--- src/rtl/mux_arb_reg.sv ---
`default_nettype none
// ============================================================================
// Module   : mux_arb_reg
// Purpose  : Registered N-channel arbitrating multiplexer. One channel owns
//            the shared data path from grant until its end-of-burst word.
//            Fixed-priority or round-robin winner selection.
// Revision : 1.0 - initial release
// ============================================================================
module mux_arb_reg #(
    parameter int WIDTH   = 16,
    parameter int N_CH    = 4,
    // Derived owner-index width; leave at its default.
    parameter int SEL_W   = $clog2(N_CH),
    parameter int RR_MODE = 0
) (
    input  logic                  clk,
    input  logic                  rst_n,
    input  logic [N_CH-1:0]       req,
    input  logic [N_CH-1:0]       last,
    input  logic [N_CH*WIDTH-1:0] data_in,
    output logic [N_CH-1:0]       grant,
    output logic [WIDTH-1:0]      data_out,
    output logic                  out_valid,
    output logic [SEL_W-1:0]      out_sel,
    output logic                  busy
);

    typedef enum logic [0:0] {
        IDLE = 1'b0,
        OWN  = 1'b1
    } state_t;

    state_t             state_q,     state_d;
    logic [N_CH-1:0]    grant_q,     grant_d;
    logic [SEL_W-1:0]   owner_q,     owner_d;
    logic [WIDTH-1:0]   data_out_q,  data_out_d;
    logic               out_valid_q, out_valid_d;
    logic [SEL_W-1:0]   out_sel_q,   out_sel_d;
    logic [SEL_W-1:0]   rr_ptr_q,    rr_ptr_d;

    logic [SEL_W-1:0]   win_fp;
    logic [SEL_W-1:0]   win_rr;
    logic [SEL_W-1:0]   win;
    int                 rr_idx;

    // Per-channel view of the flattened data bus.
    logic [WIDTH-1:0]   ch_data [N_CH];

    for (genvar gi = 0; gi < N_CH; gi++) begin : g_unpack
        assign ch_data[gi] = data_in[gi*WIDTH +: WIDTH];
    end

    // Winner candidates: lowest set request, and first set request from rr_ptr.
    always_comb begin
        win_fp = '0;
        win_rr = '0;
        rr_idx = 0;
        for (int i = N_CH - 1; i >= 0; i--) begin
            if (req[SEL_W'(i)]) begin
                win_fp = SEL_W'(i);
            end
        end
        // Scanning downward leaves the nearest-to-pointer requester last.
        for (int k = N_CH - 1; k >= 0; k--) begin
            rr_idx = int'(rr_ptr_q) + k;
            if (rr_idx >= N_CH) begin
                rr_idx = rr_idx - N_CH;
            end
            if (req[SEL_W'(rr_idx)]) begin
                win_rr = SEL_W'(rr_idx);
            end
        end
    end

    assign win = (RR_MODE != 0) ? win_rr : win_fp;

    // Next-state and registered-output logic for the IDLE/OWN controller.
    always_comb begin
        state_d     = state_q;
        grant_d     = grant_q;
        owner_d     = owner_q;
        data_out_d  = data_out_q;
        out_valid_d = 1'b0;
        out_sel_d   = out_sel_q;
        rr_ptr_d    = rr_ptr_q;

        case (state_q)
            IDLE: begin
                // Arbitration cycle: nothing transfers here.
                if (|req) begin
                    grant_d      = '0;
                    grant_d[win] = 1'b1;
                    owner_d      = win;
                    state_d      = OWN;
                    if (RR_MODE != 0) begin
                        rr_ptr_d = (win == SEL_W'(N_CH - 1)) ? '0 : win + SEL_W'(1);
                    end
                end
            end
            OWN: begin
                out_sel_d = owner_q;
                if (req[owner_q]) begin
                    data_out_d  = ch_data[owner_q];
                    out_valid_d = 1'b1;
                    // The last word still transfers; ownership ends with it.
                    if (last[owner_q]) begin
                        grant_d = '0;
                        state_d = IDLE;
                    end
                end
            end
            default: begin
                grant_d = '0;
                state_d = IDLE;
            end
        endcase
    end

    // State and output registers; reset drops ownership and any word in flight.
    always_ff @(posedge clk) begin
        if (!rst_n) begin
            state_q     <= IDLE;
            grant_q     <= '0;
            owner_q     <= '0;
            data_out_q  <= '0;
            out_valid_q <= 1'b0;
            out_sel_q   <= '0;
            rr_ptr_q    <= '0;
        end else begin
            state_q     <= state_d;
            grant_q     <= grant_d;
            owner_q     <= owner_d;
            data_out_q  <= data_out_d;
            out_valid_q <= out_valid_d;
            out_sel_q   <= out_sel_d;
            rr_ptr_q    <= rr_ptr_d;
        end
    end

    assign grant     = grant_q;
    assign data_out  = data_out_q;
    assign out_valid = out_valid_q;
    assign out_sel   = out_sel_q;
    assign busy      = (state_q == OWN);

endmodule
`default_nettype wire

--- config.mk ---
export PLATFORM = sky130hd
export DESIGN_NAME = mux_arb_reg
export DESIGN_NICKNAME = d
export VERILOG_FILES = /design/src/rtl/mux_arb_reg.sv
export SDC_FILE = /design/constraint.sdc
export NUM_CORES = 1
export LEC_CHECK = 0
export BUFFER_PORTS_ARGS = -buffer_cell sky130_fd_sc_hd__buf_4
export CELL_PAD_IN_SITES_DETAIL_PLACEMENT = 0
export CELL_PAD_IN_SITES_GLOBAL_PLACEMENT = 1
export CORE_MARGIN = 3
export CORE_UTILIZATION = 28
export CTS_BUF_LIST = sky130_fd_sc_hd__clkbuf_4 sky130_fd_sc_hd__clkbuf_8
export CTS_CLUSTER_DIAMETER = 200
export DETAILED_ROUTE_END_ITERATION = 10
export GPL_TIMING_DRIVEN = 0
export PLACE_DENSITY = 0.86
export SLEW_MARGIN = 25
export SYNTH_ARGS = -nofsm -noshare
export SYNTH_HDL_FRONTEND = slang
export SYNTH_SLANG_ARGS = --single-unit
--- constraint.sdc ---
create_clock -name clk -period 4 [get_ports clk]
set_clock_uncertainty 0.15 [all_clocks]
set_input_delay 0.2 -clock clk [delete_from_list [all_inputs] [get_ports clk]]
set_output_delay 0.2 -clock clk [all_outputs]
set_load 0.01 [all_outputs]
# == Word level (Yosys, flattened, before mapping) ==
# Cells that the tools add are included.
# W data, S select, Z words.
# op_classes
n_eq_ne,3
bitwise_logic,2
n_lt_le_gt_ge,4
n_reduce_logical,6
muxes,20
# ops
cell,count
$bmux W16 S2,1
$mux W16,2
$mux W4,3
$pmux W4 S2,1
$mux W1,7
$lt A2 B3 Y1 const B,2
$reduce_and A2 Y1,3
$bmux W1 S2,2
$mux W2,2
$ne A2 B1 Y1 const B,2
$reduce_or A4 Y1,1
$ge A3 B3 Y1 const B,1
$not A2 Y3,1
$reduce_and A3 Y1,1
$demux W1 S2,1
$ge A2 B1 Y1 const B,1
$ne A2 B2 Y1 const B,1
$pmux W1 S2,1
$logic_and A1 B1 Y1,1
$not A1 Y1,1
# totals
out_inout_bits,24
word_cells,41
in_bits,74
reg_bits,26

# == Logic depth before layout (Yosys ltp) ==
# depth
word_depth,8
mapped_depth,6
ltp_nobuf,3

# == Least setup slack after synthesis ==
# OpenSTA, ideal clock, no wires.
# synth_path
kind,flip-flop to flip-flop
startpoint,register owner_q[0]
endpoint,register data_out_q[0] (netlist: data_out[0])
arrival_time_ps,1313
path_slack_ps,2456
required_time_ps,3769
setup_time_ps,81
stages_incl_launch_ff,7
path_buffers,3
period_less_slack_ps,1544
cell_sequence,dfxtp_1 > clkbuf_2 > mux2_4 > and2_4 > buf_6 > buf_6 > a211oi_2
# synth_via
elab_chain_len,4
elab_cells_between_ends,7
cone_classes,mux: 5; bitwise: 1; reduce/logical: 1
# synth_rtl
item,line_no,rtl
from (decl),35,"logic [SEL_W-1:0] owner_q, owner_d;"
from (signal assigned),132,owner_q <= owner_d;
$not A2 Y3 (implied by the code),103,data_out_d = ch_data[owner_q];
$bmux W16 S2,103,
$mux W16 (implied by the code) (2 in a row),103,
to (signal assigned),133,data_out_q <= data_out_d;
to (decl),36,"logic [WIDTH-1:0] data_out_q, data_out_d;"
# Several ways; a longest one is shown, not always the timed one. The select of a mux whose other input is x is not followed.
# A chain may end at the register's enable or synchronous reset.

# == Worst setup path in the final report ==
# layout_path
startpoint,register owner_q[0]
endpoint,register data_out_q[15] (netlist: data_out[15])
# The elaborated chain is that of the path after synthesis.

==> impl_metrics.env <==
export IMPL_status="finished clean"
export IMPL_grt_usage=0.142
export IMPL_yosysSeqAreaShare=0.408
export IMPL_synth_ff_type="dfxtp_1"
export IMPL_synth_compound_area_share=0.289
export IMPL_dr_pass1_iters=4
export IMPL_clkPwrFrac=0.283
export IMPL_report_final_hold_viol_count=0
export IMPL_synth_area_um2=1080
export IMPL_detail_route_iter0_violations=29
export IMPL_start_util=0.306
export IMPL_clock_fmax_mhz=591
export IMPL_core_um2=3520
export IMPL_design_area_um2=1650
export IMPL_die_area_um2=4630
export IMPL_netlist_instances=107
export IMPL_wl_mm=3.16
export IMPL_power_density_nw_per_um2=345
export IMPL_first_global_vias=1045
export IMPL_rsz0062_at_grt="false"
export IMPL_synth_edff_count=0
export IMPL_required_ps=3970
export IMPL_synth_top_family_by_area="compound AO/OA/AOI/OAI gates"
export IMPL_io_buffer_count=60
export IMPL_hpwl_mm=2.44
export IMPL_min_period_over_period=0.423
export IMPL_yosys_area_top_type_share=0.408
export IMPL_mostFrequentLayoutCell="buf_4"
export IMPL_period_needed_ps=1690
export IMPL_synth_adder_area_share=0
export IMPL_pre_cts_ws_ps=2320
export IMPL_h_tree_depth=1
export IMPL_fp_dieW_um=68.1
export IMPL_max_cap_viol_count=0
export IMPL_synth_warnings=0
export IMPL_intPower_w=0.000409
export IMPL_path_clk_slew_ps=80
export IMPL_cts_resized=0
export IMPL_seqPwrFrac=0.436
export IMPL_antenna_found_initial=0
export IMPL_insertedDiodeCount=0
export IMPL_max_slew_worst_pin_slew_ps=675
export IMPL_placed_area_um2=1590
export IMPL_row_count=21
export IMPL_switching_share=0.280
export IMPL_drt_vias_per_instance=4.84
export IMPL_postCtsHoldBufs=0
export IMPL_die_height_um=68.1
export IMPL_synthSimpleGateAreaFrac=0.0418
export IMPL_vdd_drop_max_mv=0.140
export IMPL_cp_max_fo=10
export IMPL_synth_mux_area_frac=0.172
export IMPL_most_common_layout_cells="63 x buf_4, 22 x dfxtp_1, 18 x a21oi_1"
export IMPL_fin_cells=219
export IMPL_slew_violations=0
export IMPL_dr_total_vias=1059
export IMPL_cts_tree="built"
export IMPL_yosysTopAreaCell="dfxtp_1"
export IMPL_finalSetupViolations=0
export IMPL_ant_nets=0
export IMPL_nets=248
export IMPL_routabilityCongestion=0.746
export IMPL_synth_area_per_cell_um2=10.1
export IMPL_synthArstFlopShare=0
export IMPL_cts_root_buf="clkbuf_8"
export IMPL_cts_setup_buffers=0
export IMPL_cp_end_kind="flop"
export IMPL_synth_seq_cells=22
export IMPL_grt_pass1_wl_mm=5.01
export IMPL_synth_xor_area_share=0
export IMPL_drive_gt1_frac=0.486
export IMPL_cp_arrival_ps=1670
export IMPL_slew_headroom=0.550
export IMPL_switching_power_w=0.000159
export IMPL_cts_num_sinks=22
export IMPL_start_kind="flop"
export IMPL_timing_final_ws_setup_ps=2310
export IMPL_pin_count=98
export IMPL_post_drt_wl_per_cell_um=14.4
export IMPL_clock_latency_ps=260
export IMPL_cts_buffers=3
export IMPL_synthTopCellsByArea="dfxtp_1 41%, mux2i_1 16%, a211oi_2 12%, a21oi_1 8.4%, a211oi_1 4.2%"
export IMPL_worst_hold_path_type="primary input to flop"
export IMPL_synth_cell_types=25
export IMPL_comb_power_share=0.281
export IMPL_overflow=0
export IMPL_finalSetupTns_ps=0
export IMPL_path_class="flop to flop"
export IMPL_place_inst=215
export IMPL_cts_buffer_depth=2
export IMPL_grt_max_degree=13
export IMPL_syn_to_final_growth_pct=52.9
export IMPL_power_leakage_nw=0.721
export IMPL_drc=0
[stage by stage]
step | power, W | hold slack [ps] | util
final | 0.000568 | 47.9 | 0.468
after global routing | 0.000597 | 53.4 | 0.468
after CTS | 0.000571 | 48.7 | 0.468
after detailed placement | 0.000413 | 319 | 0.453
after global placement | 0.000408 | 320 | 0.453
after floorplan | 0.000338 | 197 | -
[path summary, 6_finish.rpt]
check              from  slack (ps)  cells after the start            to
min               rst_n          50                      2     out_valid
max          owner_q[0]        2310                      4  data_out[15]
max reg2reg  owner_q[0]        2310                      4  data_out[15]
min reg2reg  out_sel[0]         350                      2    out_sel[0]
[per-layer routing]
layer,vias to the layer above,GRT usage,wire length (um),part of all wire
met4,0,0.0397,17,0.0054
li1,523,-,-,-
met3,2,0.0493,299,0.095
met5,-,0,0,0
met1,492,0.172,1300,0.41
met2,42,0.237,1550,0.49
[Yosys cell counts (2+ instances only)]
| library cell | n |
|---|---|
| buf_6 | 2 |
| a211oi_2 | 10 |
| a21oi_1 | 18 |
| nand3_1 | 2 |
| mux2i_1 | 17 |
| clkbuf_1 | 7 |
| a211oi_1 | 6 |
| inv_1 | 3 |
| dfxtp_1 | 22 |
| nor2_1 | 3 |
| buf_4 | 3 |
[sequential cells by signal, indices dropped and copies added (netlist names)]
register / count
out_valid: 1
busy: 1
out_sel: 1
owner_q: 1
grant: 2
data_out: 16
[cells by family after synthesis]
| group | count (synthesis) |
|---|---|
| compound gates | 40 |
| flops | 22 |
| mux | 18 |
| buf+inv | 17 |
| simple gates | 9 |
| other cells | 1 |
[layout make-up]
| class | count | area, um^2 |
|---|---|---|
| fillers | 349 | 1870 |
| multi-input cells | 70 | 553 |
| repair buffers | 60 | 450 |
| flip-flops and latches | 22 | 440 |
| plain buffers | 14 | 81.3 |
| well taps | 46 | 57.6 |
| clock buffers | 4 | 55.1 |
| inverters | 3 | 11.3 |
[power by group through the flow]
stage          sequential (W)  combinational (W)  clock (W)
2_1_floorplan        0.000259          0.0000789          0
3_3_place_gp         0.000252           0.000157          0
3_5_place_dp         0.000252           0.000161          0
4_1_cts              0.000248           0.000161   0.000162
5_1_grt              0.000250           0.000174   0.000172
6_report             0.000248           0.000160   0.000161
[worst max-delay path, stage by stage (launching register included)]
cell	delay (ps)
dfxtp_1	320
clkbuf_2	140
clkbuf_1	530
mux2i_1	320
a211oi_2	100
Note: power is estimated with default switching activity, not from simulation.
